File: config.mk
export PLATFORM = sky130hd
export DESIGN_NAME = conv_ctrl
export DESIGN_NICKNAME = d
export VERILOG_FILES = /design/src/rtl/conv_pkg.sv /design/src/rtl/conv_pos_cnt.sv /design/src/rtl/conv_ctrl.sv
export SDC_FILE = /design/constraint.sdc
export NUM_CORES = 1
export LEC_CHECK = 0
export CORE_MARGIN = 1
export CORE_UTILIZATION = 60
export DETAILED_ROUTE_END_ITERATION = 6
export DONT_BUFFER_PORTS = 1
export PLACE_DENSITY_LB_ADDON = 0.05
export SLEW_MARGIN = 20
export SYNTH_ARGS = -nofsm -noshare
export SYNTH_HDL_FRONTEND = slang
export SYNTH_HIERARCHICAL = 1
export SYNTH_SLANG_ARGS = --single-unit
File: constraint.sdc
create_clock -name clk -period 3.25 [get_ports clk]
set_clock_uncertainty 0.15 [all_clocks]
set_input_delay 0.1625 -clock clk [delete_from_list [all_inputs] [get_ports clk]]
set_output_delay 0.1625 -clock clk [all_outputs]
set_load 0.1 [all_outputs]
File: src/rtl/conv_pkg.sv
// Shared types and sizing helpers for the convolution sequencer.
package conv_pkg;

    typedef enum logic [2:0] {
        S_IDLE,
        S_K_LOAD,
        S_K_READY,
        S_IF_RUN,
        S_DRAIN,
        S_DONE
    } conv_state_e;

    localparam int PIPE_LAT_DEF = 4;

    function automatic int k_words(input int kw, input int kh, input int kc);
        return kw * kh * kc;
    endfunction

    // Counter width for values 0..n-1, never narrower than one bit.
    function automatic int cnt_w(input int n);
        return (n > 1) ? $clog2(n) : 1;
    endfunction

endpackage

File: src/rtl/conv_pos_cnt.sv
// Row/column position counter that wraps at the frame edge; 'last' marks the final position.
module conv_pos_cnt
    import conv_pkg::*;
#(
    parameter int WIDTH  = 128,
    parameter int HEIGHT = 128
) (
    input  logic                      clk,
    input  logic                      rst,
    input  logic                      clr,
    input  logic                      inc,
    output logic [cnt_w(HEIGHT)-1:0]  row,
    output logic [cnt_w(WIDTH)-1:0]   col,
    output logic                      last
);

    localparam int RW = cnt_w(HEIGHT);
    localparam int CW = cnt_w(WIDTH);

    logic col_end;
    logic row_end;

    assign col_end = (col == CW'(WIDTH - 1));
    assign row_end = (row == RW'(HEIGHT - 1));
    assign last    = col_end && row_end;

    always_ff @(posedge clk or posedge rst) begin
        if (rst) begin
            row <= '0;
            col <= '0;
        end else if (clr) begin
            row <= '0;
            col <= '0;
        end else if (inc) begin
            if (col_end) begin
                col <= '0;
                row <= row_end ? '0 : row + 1'b1;
            end else begin
                col <= col + 1'b1;
            end
        end
    end

endmodule

File: src/rtl/conv_ctrl.sv
// Convolution sequencer: kernel prefetch, window streaming, MAC pipe tracking and done pulse.
// Optional CONV_CTRL_PERF_EN adds a saturating perf_cycles counter for the run+drain time.
//
//  state     | meaning
//  ----------+--------------------------------------------------------
//  S_IDLE    | no kernels held; waits for k_prefetch
//  S_K_LOAD  | counting weight beats into the kernel registers
//  S_K_READY | kernels held; if_start runs, k_prefetch reloads
//  S_IF_RUN  | streaming window beats into the MAC array
//  S_DRAIN   | no new beats; waiting for the last pixel to leave the pipe
//  S_DONE    | one-cycle of_done, then back to idle
module conv_ctrl
    import conv_pkg::*;
#(
    parameter int OF_WIDTH  = 128,
    parameter int OF_HEIGHT = 128,
    parameter int K_WIDTH   = 3,
    parameter int K_HEIGHT  = 3,
    parameter int K_CHANNEL = 3,
    parameter int K_NUM     = 3,
    parameter int PIPE_LAT  = PIPE_LAT_DEF
) (
    input  logic                                                 clk,
    input  logic                                                 rst,
    input  logic                                                 k_prefetch,
    input  logic                                                 if_start,
    input  logic [K_NUM-1:0]                                     k_i_valid,
    input  logic                                                 if_i_valid,
    output logic [K_NUM-1:0]                                     k_wr_en,
    output logic [cnt_w(k_words(K_WIDTH, K_HEIGHT, K_CHANNEL))-1:0] k_wr_addr,
    output logic                                                 mac_en,
    output logic [cnt_w(OF_HEIGHT)-1:0]                          of_row,
    output logic [cnt_w(OF_WIDTH)-1:0]                           of_col,
    output logic [K_NUM-1:0]                                     of_o_valid,
    output logic                                                 of_done,
    output logic                                                 busy
`ifdef CONV_CTRL_PERF_EN
    ,
    output logic [31:0]                                          perf_cycles
`endif
);

    localparam int K_WORDS = k_words(K_WIDTH, K_HEIGHT, K_CHANNEL);
    localparam int AW      = cnt_w(K_WORDS);
    localparam int KC_W    = cnt_w(K_WORDS + 1);
    // Every pipe stage except the output one.
    localparam logic [PIPE_LAT-1:0] LOW_MASK = {PIPE_LAT{1'b1}} >> 1;

    conv_state_e state;
    conv_state_e state_nxt;

    logic [KC_W-1:0]     kc [K_NUM];
    logic [K_NUM-1:0]    kc_room;
    logic                kc_full;
    logic                load_start;
    logic                run_start;
    logic                pos_last;
    logic [PIPE_LAT-1:0] vpipe;

    always_comb begin
        kc_full = 1'b1;
        kc_room = '0;
        for (int n = 0; n < K_NUM; n++) begin
            kc_room[n] = (kc[n] < KC_W'(K_WORDS));
            kc_full    = kc_full & (kc[n] == KC_W'(K_WORDS));
        end
    end

    always_ff @(posedge clk or posedge rst) begin
        if (rst) state <= S_IDLE;
        else     state <= state_nxt;
    end

    always_comb begin
        state_nxt  = state;
        load_start = 1'b0;
        run_start  = 1'b0;
        case (state)
            S_IDLE: begin
                if (k_prefetch) begin
                    state_nxt  = S_K_LOAD;
                    load_start = 1'b1;
                end
            end
            S_K_LOAD: begin
                if (kc_full) state_nxt = S_K_READY;
            end
            S_K_READY: begin
                if (k_prefetch) begin
                    state_nxt  = S_K_LOAD;
                    load_start = 1'b1;
                end else if (if_start) begin
                    state_nxt = S_IF_RUN;
                    run_start = 1'b1;
                end
            end
            S_IF_RUN: begin
                if (mac_en && pos_last) state_nxt = S_DRAIN;
            end
            S_DRAIN: begin
                // Leave once only the output stage can still hold a pixel.
                if ((vpipe & LOW_MASK) == '0) state_nxt = S_DONE;
            end
            S_DONE: begin
                state_nxt = S_IDLE;
            end
            default: begin
                state_nxt = S_IDLE;
            end
        endcase
    end

    always_comb begin
        k_wr_en = (state == S_K_LOAD) ? (k_i_valid & kc_room) : '0;
        mac_en  = (state == S_IF_RUN) && if_i_valid;
        of_done = (state == S_DONE);
        busy    = (state != S_IDLE) && (state != S_K_READY);
    end

    assign k_wr_addr = kc[0][AW-1:0];

    always_ff @(posedge clk or posedge rst) begin
        if (rst) begin
            for (int n = 0; n < K_NUM; n++) kc[n] <= '0;
        end else if (load_start) begin
            for (int n = 0; n < K_NUM; n++) kc[n] <= '0;
        end else if (state == S_K_LOAD) begin
            for (int n = 0; n < K_NUM; n++) begin
                if (k_wr_en[n]) kc[n] <= kc[n] + 1'b1;
            end
        end
    end

    conv_pos_cnt #(
        .WIDTH  (OF_WIDTH),
        .HEIGHT (OF_HEIGHT)
    ) u_pos_cnt (
        .clk  (clk),
        .rst  (rst),
        .clr  (run_start),
        .inc  (mac_en),
        .row  (of_row),
        .col  (of_col),
        .last (pos_last)
    );

    always_ff @(posedge clk or posedge rst) begin
        if (rst) vpipe <= '0;
        else     vpipe <= (vpipe << 1) | PIPE_LAT'(mac_en);
    end

    assign of_o_valid = {K_NUM{vpipe[PIPE_LAT-1]}};

`ifdef CONV_CTRL_PERF_EN
    logic [31:0] perf_q;

    always_ff @(posedge clk or posedge rst) begin
        if (rst) begin
            perf_q <= '0;
        end else if (run_start) begin
            perf_q <= '0;
        end else if ((state == S_IF_RUN || state == S_DRAIN) && perf_q != '1) begin
            perf_q <= perf_q + 32'd1;
        end
    end

    assign perf_cycles = perf_q;
`endif

endmodule

== Word level (Yosys, flattened, before mapping) ==
Index checks and enable logic that the tools add are counted.

* Flip-flop bits (word level): 36
* Input bits: 8

* Eq/ne operators: 16
* Order comparisons: 3
* Multiplexer cells: 25
* Add/sub/neg operators: 5
* Bitwise gates (word level): 4
* Reductions and logical operators: 19

{| class="wikitable"
|+ Operators with widths
! kind !! number
|-
| 2-to-1 mux 7 bit || 7
|-
| 2-to-1 mux 15 bit || 2
|-
| 2-to-1 mux 3 bit || 7
|-
| adder 5 x 1 -> 5 bit, second input constant || 3
|-
| == test 5 bit, second input constant || 3
|-
| less-than comparator 5 bit, second input constant || 3
|-
| 2-to-1 mux 5 bit || 3
|-
| case mux 3 bit (5 select lines) || 1
|-
| adder 7 x 1 -> 7 bit, second input constant || 2
|-
| == test 7 bit, second input constant || 2
|-
| nonzero test 2 bit || 6
|-
| inequality test 2 bit, second input constant || 4
|-
| AND reduction 2 bit || 4
|-
| == test 3 x 2 -> 1 bit, second input constant || 2
|-
| == test 3 bit, second input constant || 2
|-
| 2-to-1 mux 1 bit || 5
|-
| AND reduction 5 bit || 1
|-
| logical AND 1 bit || 4
|-
| zero test 4 bit || 1
|-
| OR 4 x 1 -> 4 bit || 1
|-
| bitwise AND 3 bit || 1
|-
| == test 3 x 1 -> 1 bit, second input constant || 1
|-
| zero test 3 bit || 1
|-
| inequality test 3 x 2 -> 1 bit, second input constant || 1
|-
| 4 further kinds || 5
|}

== Logic depth before layout (Yosys ltp) ==
Gate-level depths: netlist of the first run.

* Word-level depth: 6
* Mapped depth: 8

== Cells and area by module ==
The synthesis of the first run kept the hierarchy.

{| class="wikitable"
|+ Modules (own cells, without submodules)
! module !! instances !! cells an instance !! area each (µm²) !! sequential area each (µm²)
|-
| conv_ctrl || 1 || 134 || 1,277.5 || 550.5
|-
| conv_pos_cnt || 1 || 80 || 745.7 || 350.3
|}

== Least setup slack after synthesis of the first run ==
Ideal clock, no wire load.

* Path type: reg-to-reg
* Start point: register state[2]
* End point: register u_pos_cnt.row[5]
* Library setup time: 0.078 ns
* Slack: 0.322 ns
* Data arrival time: 2.700 ns
* Cell stages (with the launch flop): 8
* Clock period less this slack: 2.928 ns
* Path buffers: 1
* Path through: dfrtp_1 buf_2 nor2b_1 and3_1 and3_4 nand2_2 or4_1 a21oi_1

* Longest elaborated chain between the ends: 4
* Elaborated cells on any way between the ends: 8
* Those cells by class: eq/ne (2); mux (2); reduce/logical (4)

{| class="wikitable"
|+ RTL lines
! element !! line !! text
|-
| from (decl) || conv_ctrl.sv:49 || <nowiki>conv_state_e state;</nowiki>
|-
| from (signal assigned) || conv_ctrl.sv:71 || <nowiki>else state <= state_nxt;</nowiki>
|-
| == test 3 x 2 -> 1 bit || conv_ctrl.sv:115 || <nowiki>mac_en = (state == S_IF_RUN) && if_i_valid;</nowiki>
|-
| logical AND 1 bit || conv_ctrl.sv:115 ||
|-
| named net mac_en || conv_ctrl.sv:31 || <nowiki>output logic mac_en,</nowiki>
|-
| nonzero test 2 bit (no source line) || n/a ||
|-
| AND reduction 2 bit (no source line) || n/a ||
|-
| to (signal assigned) || conv_pos_cnt.sv:37 || <nowiki>row <= row_end ? '0 : row + 1'b1;</nowiki>
|-
| to (decl) || conv_pos_cnt.sv:12 || <nowiki>output logic [cnt_w(HEIGHT)-1:0] row,</nowiki>
|}

The timed path passes the listed nets, and every way through them passes these cells.
A chain may end at the register's enable or synchronous reset.

== Worst setup path after layout of the first run ==
* Start point: register state[2]
* End point: register u_pos_cnt.col[5]

* Longest elaborated chain between the ends: 3
* Elaborated cells on any way between the ends: 6
* Those cells by class: eq/ne (2); mux (2); reduce/logical (2)

{| class="wikitable"
|+ RTL lines
! element !! line !! text
|-
| == test 3 x 2 -> 1 bit * || conv_ctrl.sv:78 || <nowiki>case (state)</nowiki>
|-
| 2-to-1 mux 1 bit * || conv_ctrl.sv:78 ||
|-
| named net run_start || conv_ctrl.sv:56 || <nowiki>logic run_start;</nowiki>
|-
| 2-to-1 mux 7 bit or nonzero test 2 bit (tied branches) || n/a ||
|-
| to (signal assigned) || conv_pos_cnt.sv:39 || <nowiki>col <= col + 1'b1;</nowiki>
|-
| to (decl) || conv_pos_cnt.sv:13 || <nowiki>output logic [cnt_w(WIDTH)-1:0] col,</nowiki>
|}

Mark *: on every way through the listed nets, which the timed path passes. The rest lies on a longest branch.

==> results of run 1 <==
==> synth_stat cells, types with 4 or more instances <==
cell type | n | area share, %
sky130_fd_sc_hd__nand4_1 | 5 | 1.5
sky130_fd_sc_hd__nor2_1 | 14 | 2.6
sky130_fd_sc_hd__xor2_1 | 5 | 2.2
sky130_fd_sc_hd__ha_1 | 5 | 3.1
sky130_fd_sc_hd__buf_4 | 8 | 3.0
sky130_fd_sc_hd__dfrtp_1 | 36 | 45
sky130_fd_sc_hd__a41oi_1 | 4 | 1.7
sky130_fd_sc_hd__nand3_1 | 14 | 3.5
sky130_fd_sc_hd__a31oi_1 | 7 | 2.2
sky130_fd_sc_hd__inv_1 | 8 | 1.5
sky130_fd_sc_hd__a21oi_1 | 9 | 2.2
sky130_fd_sc_hd__nand2_1 | 21 | 3.9
sky130_fd_sc_hd__nor3_1 | 10 | 2.5
==> layout make-up <==
type	count	area [um^2]	area share, %
clock inverters	3	42.5	1.86
multi-input cells	155	1000	43.8
inverters	8	30.0	1.31
flip-flops and latches	36	902	39.4
well taps	44	55.1	2.40
clock buffers	5	37.5	1.64
repair buffers	28	220	9.61
==> worst max-delay path, stage by stage (launching register included) <==
cell	delay, ns
sky130_fd_sc_hd__dfrtp_1	0.49
sky130_fd_sc_hd__or2_2	0.58
sky130_fd_sc_hd__nor3b_1	0.33
sky130_fd_sc_hd__and2_1	0.16
sky130_fd_sc_hd__buf_4	0.20
sky130_fd_sc_hd__o2111ai_1	0.20
sky130_fd_sc_hd__or3_1	0.35
sky130_fd_sc_hd__a21oi_1	0.14
==> power groups by stage <==
stage	Clock, uW	Combinational, uW	Sequential (uW)
final	320	675	738
after global routing	352	723	753
after CTS	327	676	734
after detailed placement	0	672	743
after global placement	0	650	734
after floorplan	0	659	660
==> flip-flops by register name, indices dropped and copies added (netlist names) <==
signal and count:
kc 10, u_pos_cnt/col 7, u_pos_cnt/row 7, k_wr_addr 5
vpipe 4, state 3
==> through the flow <==
step	setup WS, ns	utilization, %	power, uW
5_1_grt	0.457	73.2	1830
4_1_cts	0.585	73.2	1740
2_1_floorplan	0.322	-	1320
3_5_place_dp	0.624	69.4	1410
6_report	0.568	73.2	1730
3_3_place_gp	0.685	69.4	1380
==> path summary, 6_finish.rpt <==
path	startpoint	endpoint	slack, ns	depth (start not counted)
max	state[2]	u_pos_cnt/col[5]	0.57	7
max reg2reg	state[2]	u_pos_cnt/col[5]	0.57	7
max in group asynchronous	rst	vpipe[3]	2.11	2
min	k_prefetch	kc[4]	0.03	3
min in group asynchronous	rst	u_pos_cnt/row[0]	0.15	2
min reg2reg	vpipe[0]	vpipe[1]	0.22	0
==> kinds of logic after synthesis <==
logic type / count (synthesis)
and+or+nand+nor: 98
AOI/OAI and AO/OA: 42
DFF: 36
buffers and inverters: 23
xor gates and xnor gates: 7
adders and majority gates: 5
muxes: 3
==> metal layers <==
metal | share of wire, % | vias up | wire length [um] | track usage, %
li1 | - | 823 | - | -
met1 | 39 | 825 | 1730 | 31.1
met2 | 54 | 56 | 2410 | 47.6
met3 | 6.2 | 6 | 276 | 9.52
met4 | 1.2 | 0 | 55 | 10.6
met5 | 0 | - | 0 | 0
==> layout by cell type (no fill, tap or decap), types with 2 or more instances in the layout <==
cell type / instances
sky130_fd_sc_hd__nand2_1: 21
sky130_fd_sc_hd__nand3_1: 14
sky130_fd_sc_hd__or4_1: 2
sky130_fd_sc_hd__dlygate4sd3_1: 4
sky130_fd_sc_hd__dfrtp_1: 35
sky130_fd_sc_hd__xor2_1: 5
sky130_fd_sc_hd__nand2b_1: 3
sky130_fd_sc_hd__nor4_1: 3
sky130_fd_sc_hd__nand4bb_1: 2
sky130_fd_sc_hd__nand3b_1: 2
sky130_fd_sc_hd__a31oi_1: 7
sky130_fd_sc_hd__o2111ai_1: 3
sky130_fd_sc_hd__and4_1: 3
sky130_fd_sc_hd__mux2i_1: 3
sky130_fd_sc_hd__ha_1: 5
sky130_fd_sc_hd__clkbuf_4: 5
sky130_fd_sc_hd__and4bb_2: 3
sky130_fd_sc_hd__nor3_1: 10
sky130_fd_sc_hd__inv_1: 8
sky130_fd_sc_hd__nor2_1: 13
sky130_fd_sc_hd__nand4_1: 5
sky130_fd_sc_hd__o21a_1: 3
sky130_fd_sc_hd__o21ai_0: 3
sky130_fd_sc_hd__a21oi_1: 9
sky130_fd_sc_hd__a41oi_1: 4
sky130_fd_sc_hd__xnor2_1: 2
sky130_fd_sc_hd__or2_2: 2
sky130_fd_sc_hd__o22ai_1: 3
sky130_fd_sc_hd__buf_4: 24
sky130_fd_sc_hd__and3_1: 3
sky130_fd_sc_hd__nor3b_1: 2
==> results by stage, run 1 <==
Run status:
- The run finished with clean final reports.

Power and ir drop:
- In this run the power spent charging and discharging nets is 841 uW.
- The power per unit of standard cell area is 757 nW/um^2.
- The maximum vdd drop is 429 uV.
- Of the total power, the share spent switching nets is 48.5%.
- The clock network accounts for 18.5% of the total power.
- Combinational logic is responsible for 39.0% of the overall power.
- The leakage power figure is 0.00103 uW.
- The internal power of the cells totals 893 uW.
- Sequential cells account for 42.6% of the total power.

Floorplanning:
- In this run the horizontal extent of the chip is 60.1 um.
- The number of rows in the core area is 20.
- The area enclosed by the die boundary is 3610 um^2.
- The effective utilization at floorplan is 64.7%.
- The height of the chip is 60.1 um.
- In this run the count of I/O pins placed on the die edge is 36.
- After floorplanning, the core was sized to cover 3130 um^2.

Clocking:
- The H-tree generated during clock tree synthesis spans 2 levels.
- The clock insertion delay at the later pin of the skew report is 0.35 ns.
- Once the clock tree was built, the resizer swapped 0 gates to a different size.
- The total CTS buffers is 5.
- The TritonCTS clock tree is built.
- CTS placed an instance of sky130_fd_sc_hd__clkbuf_4 at the clock tree root.
- No sink is reached through more buffers than the 2 on the longest clock path.
- The total number of clock tree sinks is 36.
- The number of hold buffers added after CTS was 4.
- The clock-pin slew on the worst setup and hold paths is 0.11 ns.
- The number of buffers added for setup after CTS is 0.

Global routing:
- The largest net degree at the start of global routing is 23.
- The overall track demand over capacity in global routing is 27.6%.
- The first global-routing pass estimated 7.16 mm of wire.
- After global routing the overflow that remains totals 0.
- The number of antenna violations at the first check in global routing is 0.
- The via count of the first global-routing pass came to 1,659.

STA:
- The count of final hold-check violations is 0.
- The number of pins with negative max-slew slack in the final report came to 0.
- Setup repair after global routing left no endpoint under its margin.
- The final-layout worst hold slack is 0.0330 ns.
- In the finished design, the share of the clock period the worst path needs comes to 82.5%.
- Counting I/O delays and the setup requirement, the final critical path takes 2.68 ns.
- The max-slew headroom at the worst pin is 28.2%.
- The final setup violation count is 0.
- For this run, the top clock speed supported by timing is 0.373 GHz.
- At the pin with the least slew margin, the transition time is 1.08 ns.
- The final-layout setup total negative slack is 0 ns.

Placement:
- The post-placement cell count is 267.
- After legalization and detailed placement, the total HPWL measured 3.21 mm.
- The placed instances occupy a cell area of 2170 um^2.
- Routability-driven placement finished with a final weighted congestion of 0.859.
- Input and output buffers added on the ports amount to 0.

Synthesis:
- The post-synthesis register bit count is 36.
- After Yosys synthesis, full adders, half adders and majority gates account for 3.09% of the synthesized area.
- During synthesis, Yosys emitted a total of 6 warnings.
- The largest family of logic cells by synthesized area is simple AND/OR/NAND/NOR gates.
- The dominant synthesized flop cell is sky130_fd_sc_hd__dfrtp_1.
- A synthesized cell averages 9.45 um^2.
- The proportion of synthesized chip area in sequential cells is 44.5%.
- The async set-or-reset flop fraction in the synthesized netlist is 100%.
- The synthesized netlist cell count is 214.
- The synthesized netlist devotes 14.3% of its cell area to compound gates.
- The net count of the mapped netlist is 227.
- The number of distinct library cells after synthesis is 51.
- The post-synthesis mux area share is 1.48%.
- Of the total synthesized cell area, the portion taken by XOR and XNOR cells is 3.03%.
- The simple-gate share of the synthesized area is 27.6%.
- The number of synthesized flops with an enable pin is 0.
- The area of the mapped netlist is 2020 um^2.

Worst setup path:
- Of all nets on the critical path, the largest fanout is 16.
- The worst setup path is of the flop to flop kind.
- STA classifies the critical path endpoint as a flop.
- The worst setup path is launched from a flop.
- The worst endpoint data arrival time is 2.82 ns.
- Data on the critical path is required at its endpoint by 3.38 ns.

Final layout:
- From synthesis to final layout, the design area changed by 13.2%.
- The number of antenna repair diodes is 0.
- After routing the design area is 2290 um^2.
- The layout has 251 filler cells.
- The finished layout holds 279 standard cells, fillers aside.
- Of the cells placed in the final design, the portion with a size suffix greater than 1 is 18.7%.
- The net count of the finished layout is 247.

Routing:
- The pre-antenna-repair detailed-routing pass consisted of 4 iterations.
- Dividing the detail-routed wire length by the instance count gives 16.0 um.
- The routed layout has 1,710 vias.
- The detailed router finished its first iteration with 206 violations.
- The detail-routed via count per cell is 6.13.
- The remaining design rule violation count is 0.
- The detailed-route wire length is 4.47 mm.
- The number of nets with antenna violations after routing is 0.

Run:
- The number of max-cap violations is 0.

Worst hold path:
- The type of the tightest min-delay check is primary input to flop.
Note: power is estimated with default switching activity, not from simulation.
==> run 2: changes to the inputs <==
Clock period 3.25 ns to 2.7 ns, I/O delays scaled along.
==> run 2 against run 1 <==
Setup slack lost 0.19 ns. Largest power group is now combinational logic. Routed wire length shrank 0.60%. Non-clock buffer count grew 4. Cell area grew 1.4%. Combinational power up 30%. Register-to-register slack lost 0.19 ns. Clock-buffer cell count stayed put. Total power grew 21%. Via count increased by 1.9%. Fmax up 16%. Sequential cell count did not move.
==> results by stage, run 2 (same netlist as run 1, synthesis figures left out) <==
STA:
- Setup repair after global routing left no endpoint under its margin.
- The worst path in the final design needs a cycle of 2.32 ns, including I/O delays and setup.
- The final-layout worst hold slack is 0.0494 ns.
- The count of final hold-check violations is 0.
- The final setup violation count is 0.
- The fmax is 0.431 GHz.
- The final critical path takes up 85.9% of the cycle.
- The worst pin sits at a relative slew slack of 45.0%.
- The worst-margin pin slew is 0.824 ns.
- The final-layout setup total negative slack is 0 ns.
- The number of pins with negative max-slew slack in the final report is 0.

Worst setup path:
- The cell with the largest stage delay on the worst path is sky130_fd_sc_hd__dfrtp_1.
- For this run, the slowest stage of the critical path takes 0.52 ns.
- The biggest fanout along the worst timing path is 11.
- The critical path contains buffers and inverters numbering 0 combined.
- The required time at the worst-slack endpoint is 2.83 ns.
- The critical path is of the flop to flop type.
- The family with the most delay on the worst path is simple AND/OR/NAND/NOR gates.
- The signal on the critical path passes through nor2b_1 -> and3_2 -> and3_4 -> nand2_2 -> or4_1 -> a21oi_1.
- The worst endpoint data arrival time is 2.45 ns.
- STA classifies the critical path startpoint as a flop.
- The worst setup path is captured at a flop.

Final layout:
- Relative to the synthesized area, the layout overhead comes to 14.8%.
- The finished cells cover 2320 um^2.
- Cells with a size suffix above 1 make up 20.5% of the layout.
- The number of antenna repair diodes is 0.
- In the final layout, the registers with the most flip-flops are kc: 10 flops, u_pos_cnt/col: 7 flops, u_pos_cnt/row: 7 flops.
- The top cell types in the final layout, fill and taps aside, are 35 x sky130_fd_sc_hd__dfrtp_1, 28 x sky130_fd_sc_hd__buf_4, 21 x sky130_fd_sc_hd__nand2_1.
- Counting the fill cells in the layout gives 243.
- The net count of the finished layout is 251.
- The number of flip-flops in the largest register is 10.
- Leaving out fill and tap cells, the most frequent cell in the layout is sky130_fd_sc_hd__dfrtp_1.
- The count of cells in the finished layout, fillers not included, comes to 283.
- The register with the highest flop count is kc.

Worst hold path:
- The path class of the tightest hold or removal check is primary input to flop.

Routing:
- The detailed router placed 1,743 vias in this run.
- Dividing the detail-routed wire length by the instance count gives 15.7 um.
- The detail-routed via count per cell is 6.16.
- In the routed design, unresolved DRC markers number 0.
- Once detail routing completed, the nets flagged for antenna violations numbered 0.
- The first routing iteration left 169 violations.
- Before antenna repair, the detailed router went through 5 iterations.
- Summed over all layers, the routed wires come to 4.44 mm.

Run status:
- The flow ran to the end, and the final reports show no timing, DRC or antenna violations.

Global routing:
- The largest net degree at the start of global routing is 23.
- The number of antenna violations at the first check in global routing is 0.
- The via count of the first global-routing pass came to 1,662.
- After global routing the overflow that remains totals 0.
- The overall track demand over capacity in global routing is 27.0%.
- The global-route wire length before repair is 7.09 mm.

Clocking:
- At the later pin of the worst-skew pair, clock insertion delay measures 0.34 ns.
- TritonCTS built the clock tree.
- The clock-pin slew on the worst setup and hold paths is 0.13 ns.
- After clock tree synthesis, the repair step resized 0 gates.
- The total CTS buffers is 5.
- After clock tree synthesis, the flow added hold-fix buffers numbering 4.
- The maximum root-to-sink buffer count is 2.
- The number of buffers added for setup after CTS is 0.
- The CTS H-tree depth is 2.
- The cell sitting at the root of the clock tree is a sky130_fd_sc_hd__clkbuf_4.
- The total number of clock tree sinks is 36.

Placement:
- Input and output buffers added on the ports amount to 0.
- At the end of routability-driven placement, the weighted congestion stood at 0.856.
- The cell area reported after detailed placement is 2200 um^2.
- After legalization and detailed placement, the total HPWL measured 3.21 mm.
- Once placement completed, the tool counted placed cells totaling 271.

Floorplanning:
- The height of the chip is 60.1 um.
- Measured along the x axis, the die boundary spans 60.1 um.
- After floorplanning, the core was sized to cover 3130 um^2.
- The effective utilization at floorplan is 64.7%.
- The die covers 3610 um^2.
- The number of primary I/O pins is 36.
- In this run the core area contains 20 standard-cell rows.

Run:
- The number of max-cap violations is 0.

Power and ir drop:
- The worst-case IR drop observed on VDD is 405 uV.
- Dividing total power by cell area gives a power density of 903 nW/um^2.
- Overall power consumption after layout is estimated at 2100 uW.
- The leakage power figure is 0.00105 uW.
==> run 2: cell types whose count changed in the layout (fill, tap and decap cells not counted), sizes merged <==
| cell | before | now |
|---|---|---|
| buf | 24 | 28 |
==> run 2: worst register-to-register path, cell delays in order (launching register included) <==
cell and delay, ns:
sky130_fd_sc_hd__dfrtp_1 0.52, sky130_fd_sc_hd__nor2b_1 0.31, sky130_fd_sc_hd__and3_2 0.31, sky130_fd_sc_hd__and3_4 0.24, sky130_fd_sc_hd__nand2_2 0.07, sky130_fd_sc_hd__or4_1 0.49
sky130_fd_sc_hd__a21oi_1 0.16
==> run 2: final cells by class <==
| cell class | count | area, um^2 | share of cell area [%] |
|---|---|---|---|
| tap | 44 | 55.1 | 2.37 |
| clock inverter | 3 | 42.5 | 1.83 |
| inverter | 8 | 30.0 | 1.29 |
| timing repair buffer | 32 | 250 | 10.8 |
| sequential | 36 | 902 | 38.8 |
| multi-input combinational | 155 | 1000 | 43.3 |
| clock buffer | 5 | 37.5 | 1.62 |
==> run 2: power by group <==
group	internal [uW]	switching, uW	leakage (uW)
Combinational	252	629	0.000557
Clock	193	189	0.0000412
Sequential	649	186	0.000455
==> run 2: through the flow <==
step	util (%)	worst slack, ns
6_report	74.2	0.381
2_1_floorplan	-	0.0580
5_1_grt	74.2	0.240
3_3_place_gp	70.4	0.516
3_5_place_dp	70.4	0.428
4_1_cts	74.2	0.386
==> run 2: worst paths after layout <==
check	from	cells after the start	to	slack [ns]
max in group asynchronous	rst	2	vpipe[3]	1.57
hold / removal	k_prefetch	3	state[0]	0.05
setup reg to reg	state[0]	6	u_pos_cnt/row[5]	0.38
setup / recovery	state[0]	6	u_pos_cnt/row[5]	0.38
min in group asynchronous	rst	2	u_pos_cnt/row[6]	0.13
hold reg to reg	vpipe[1]	0	vpipe[2]	0.23
==> run 2: metal layers <==
| layer | part of all wire, % | GRT usage [%] | vias to the layer above |
|---|---|---|---|
| li1 | - | - | 842 |
| met1 | 40 | 30.2 | 826 |
| met2 | 51 | 46.3 | 69 |
| met3 | 7.2 | 9.09 | 6 |
| met4 | 1.1 | 12.3 | 0 |
| met5 | 0 | 0 | - |
==> run 3: changes to the inputs <==
Settings changed: SYNTH_HIERARCHICAL 1 to default.
==> run 3 against run 2 <==
Setup slack improved by 0.0029 ns. Clock-buffer cell count rose by 3. Clock power fell by 20%. Global-route usage rose by 0.23 points. Critical path type unchanged. Via count fell by 9.5%. Die area fell by 1.7%. Synthesized cell count fell by 7.5%.
==> results by stage, run 3 <==
Power and ir drop:
- Across the VDD grid, the largest voltage drop is 584 uV.
- The switching power share of the total is 52.5%.
- The combinational share of power is 52.2%.
- The final total power is 2240 uW.
- The part of the total power dissipated in sequential elements is 34.1%.
- The leakage power figure is 0.00109 uW.
- For this design the ratio of total power to cell area is 984 nW/um^2.
- The clock network fraction of design power is 13.7%.
- Internal power comes to 1060 uW.
- The total net switching power is 1180 uW.

Synthesis:
- For this run, asynchronously set or reset flops after synthesis account for 100%.
- Yosys attributes the largest share of cell area to sky130_fd_sc_hd__dfrtp_1 45%, sky130_fd_sc_hd__nor2_1 4.2%, sky130_fd_sc_hd__xor2_1 4.0%.
- The area of the mapped netlist is 1990 um^2.
- Yosys instantiated no cell more often than sky130_fd_sc_hd__dfrtp_1.
- The fraction of synthesized cell area in xor and xnor cells is 4.85%.
- The synthesized design spends more area on one cell type than any other, namely sky130_fd_sc_hd__dfrtp_1.
- In the synthesized netlist, mux cells make up 2.58% of the area.
- Synthesis handed over a netlist of 198 instances.
- After synthesis, the mean cell area works out to 10.0 um^2.
- For this run, the number of Yosys warnings is 0.
- After Yosys synthesis, and, or, nand and nor cells account for 24.0% of the synthesized area.
- The post-synthesis register bit count is 36.
- The number of synthesized flops with an enable pin is 0.
- The compound-cell area share of the yosys netlist is 13.0%.
- The net count of the mapped netlist is 211.
- The dominant synthesized flop cell is sky130_fd_sc_hd__dfrtp_1.
- After Yosys synthesis, full adders, half adders and majority gates account for 3.15% of the synthesized area.
- The number of distinct library cells after synthesis is 51.
- The proportion of netlist area held by the largest area contributor is 45.3%.
- After synthesis, the most frequently instantiated cells are 36 x sky130_fd_sc_hd__dfrtp_1, 22 x sky130_fd_sc_hd__nor2_1, 14 x sky130_fd_sc_hd__nand2_1.
- The largest family of logic cells by synthesized area is simple AND/OR/NAND/NOR gates.
- For this run, the register share of the synthesized area comes to 45.3%.

Final layout:
- Cells fill 73.3% of the core in the end.
- The library cells used most frequently in the layout, excluding fill and tap cells, are 35 x sky130_fd_sc_hd__dfrtp_1, 29 x sky130_fd_sc_hd__buf_4, 21 x sky130_fd_sc_hd__nor2_1.
- The most frequent standard cell in the layout excluding fill and tap cells is sky130_fd_sc_hd__dfrtp_1.
- The number of antenna repair diodes is 0.
- Compared with the post-synthesis result, the final layout area differs by 14.5%.
- The register with the most flip-flops in the layout has 10 of them.
- The final-stage net count is 238.
- The largest registers in the layout are kc: 10 flops, u_pos_cnt.col: 7 flops, u_pos_cnt.row: 7 flops.
- The register with the most flip-flops in the final layout is kc.
- The fraction of layout instances using a drive strength above 1 is 20.4%.
- The count of fill cells added during filler insertion is 238.

Clocking:
- Counting every sink on the clock net gives 36.
- Once the clock tree was built, the resizer swapped 0 gates to a different size.
- The cell at the root of the clock tree is sky130_fd_sc_hd__clkbuf_4.
- The clock insertion delay at the later pin of the skew report is 0.34 ns.
- After clock tree synthesis, the clock-pin slew on the worst setup and hold paths is 0.11 ns.
- The CTS H-tree depth is 2.
- No sink is reached through more buffers than the 2 on the longest clock path.
- Post-CTS timing repair inserted 0 buffers for setup.
- TritonCTS built the clock tree.
- Buffers inserted during clock tree synthesis total 5.

Routing:
- The first-pass detailed-route iteration total is 5.
- The detailed-route wire length is 4.21 mm.
- The count of routing violations after the opening detailed-route iteration is 65.
- The total via count in the routed design is 1,578.
- For this run, design rule violations remaining after detail routing come to 0.
- The detail route stage leaves a number of antenna-violating nets equal to 0.
- After detailed routing, the number of vias per cell comes to 5.84.
- The average detailed-routed wire length per instance is 15.6 um.

Placement:
- The HPWL reported at the end of detailed placement is 3.06 mm.
- The count of input and output buffers is 0.
- At the end of routability-driven placement, the weighted congestion stood at 0.856.

Run status:
- The flow ran to the end, and the final reports show no timing, DRC or antenna violations.

Worst setup path:
- Traced cell by cell, the critical path runs through or2_1 -> buf_4 -> nor3b_2 -> buf_4 -> nor2_1 -> dlygate4sd3_1.
- The endpoint of the most critical register-to-register path is u_pos_cnt.col[0].
- The worst reg-to-reg path cell count is 6.
- The biggest fanout along the worst timing path is 14.
- For this run, the slowest stage of the critical path takes 0.55 ns.
- Data on the critical path is required at its endpoint by 2.78 ns.
- The critical path contains buffers and inverters numbering 3 combined.
- The startpoint type of the worst setup path is a flop.
- The worst setup path is captured at a flop.
- At the worst endpoint, the arrival time is 2.40 ns.
- In this design, the critical path's most frequently occurring cell is sky130_fd_sc_hd__buf_4.
- For this design, the slowest cell found on the critical path is sky130_fd_sc_hd__dlygate4sd3_1.
- The setup slack on the worst flop-to-flop path is 0.38 ns.
- Among cell families on the critical path, the largest total delay comes from buffers and inverters.
- The worst reg2reg path startpoint is state[0].
- The critical path is of the flop to flop type.

STA:
- In this run the tightest slew margin relative to its limit is 37.1%.
- The number of pins with negative max-slew slack in the final report is 0.
- Setup repair after global routing left no endpoint under its margin.
- The clock period could shrink to 2.32 ns.
- The count of final hold-check violations is 0.
- The worst-margin pin slew is 0.942 ns.
- The fmax is 0.432 GHz.
- In the finished design, the share of the clock period the worst path needs comes to 85.8%.
- The final setup violation count is 0.
- Adding up every negative setup slack in the final design gives 0 ns.

Global routing:
- Global routing used 27.3% of the available tracks.
- The via count of the first global-routing pass came to 1,553.
- The number of antenna violations at the first check in global routing is 0.
- After global routing the overflow that remains totals 0.
- Entering global routing, the biggest net connects 26 pins.
- The first global-routing pass estimated 7.25 mm of wire.

Floorplanning:
- In this run the horizontal extent of the chip is 59.5 um.
- Pin placement for this block handled 36 I/O pins.
- Once the floorplan was initialized, standard cells occupied 64.0% of the core.
- The core area is 3100 um^2.
- The height of the chip is 59.5 um.
- The area enclosed by the die boundary is 3550 um^2.
- Row generation in the floorplan step produced 20 rows.

Worst hold path:
- The beginning of the worst hold path is k_prefetch.
- The type of the tightest min-delay check is primary input to flop.
- The number of cells traversed by the worst hold path is 3.
- The worst hold endpoint is state[0].

Run:
- The number of max-cap violations is 0.
-- run 3: cells by family (layout without fill, tap and decap cells) --
group,after synthesis,count (layout)
xor gates and xnor gates,11,11
AOI/OAI and AO/OA,40,40
buffers and inverters,24,52
adders and majority gates,5,5
DFF,36,36
and+or+nand+nor,77,77
muxes,5,5
-- run 3: cell type report --
cell class | instances | area, um^2 | area share [%]
Clock buffer | 8 | 58.8 | 2.58
Inverter | 9 | 35.0 | 1.54
Multi-Input combinational cell | 138 | 947 | 41.6
Sequential cell | 36 | 902 | 39.6
Tap cell | 44 | 55.1 | 2.42
Timing Repair Buffer | 35 | 278 | 12.2
-- run 3: worst max path at each step --
stage,cells after the start,end,from
floorplan,6,u_pos_cnt.row[3],u_pos_cnt.col[0]
global placement,5,u_pos_cnt.row[3],u_pos_cnt.col[0]
detailed placement,5,u_pos_cnt.row[3],u_pos_cnt.col[1]
CTS,6,u_pos_cnt.col[0],state[0]
global route,6,u_pos_cnt.col[0],state[2]
finish,6,u_pos_cnt.col[0],state[0]
-- run 3: power by group through the flow --
stage / Combinational (uW) / Sequential (uW) / Clock [uW]
after CTS: 1170 / 761 / 310
final: 1170 / 764 / 306
after floorplan: 802 / 950 / 0
after detailed placement: 1150 / 773 / 0
after global routing: 1240 / 784 / 333
after global placement: 1120 / 762 / 0
-- run 3: stage by stage --
stage	cell area, um^2	cells	hold slack, ns	setup slack, ns
after global routing	2280	270	0.135	0.312
after CTS	2280	270	0.124	0.412
final	2280	270	0.117	0.384
after floorplan	1990	198	0.152	0.188
after global placement	2160	256	0.113	0.852
after detailed placement	2160	256	0.141	0.774
-- run 3: per-layer routing --
layer | routed length (um) | track usage (%) | share of wire, % | vias to the layer above
li1 | - | - | - | 760
met1 | 1920 | 36.7 | 46 | 768
met2 | 1990 | 44.0 | 47 | 45
met3 | 264 | 7.21 | 6.3 | 5
met4 | 35 | 6.64 | 0.83 | 0
met5 | 0 | 0 | 0 | -
-- run 3: repair_timing --
action	in CTS	in global routing
setup endpoints to repair	0	0
endpoints found under the hold margin	42	0
hold buffers	6	0
-- run 3: worst register-to-register path, delay by kind of cell (launching register included) --
kind                   cells  cell delay, ns
buffers and inverters      3            1.02
AND/OR/NAND/NOR            3            0.53
flip-flops                 1            0.51
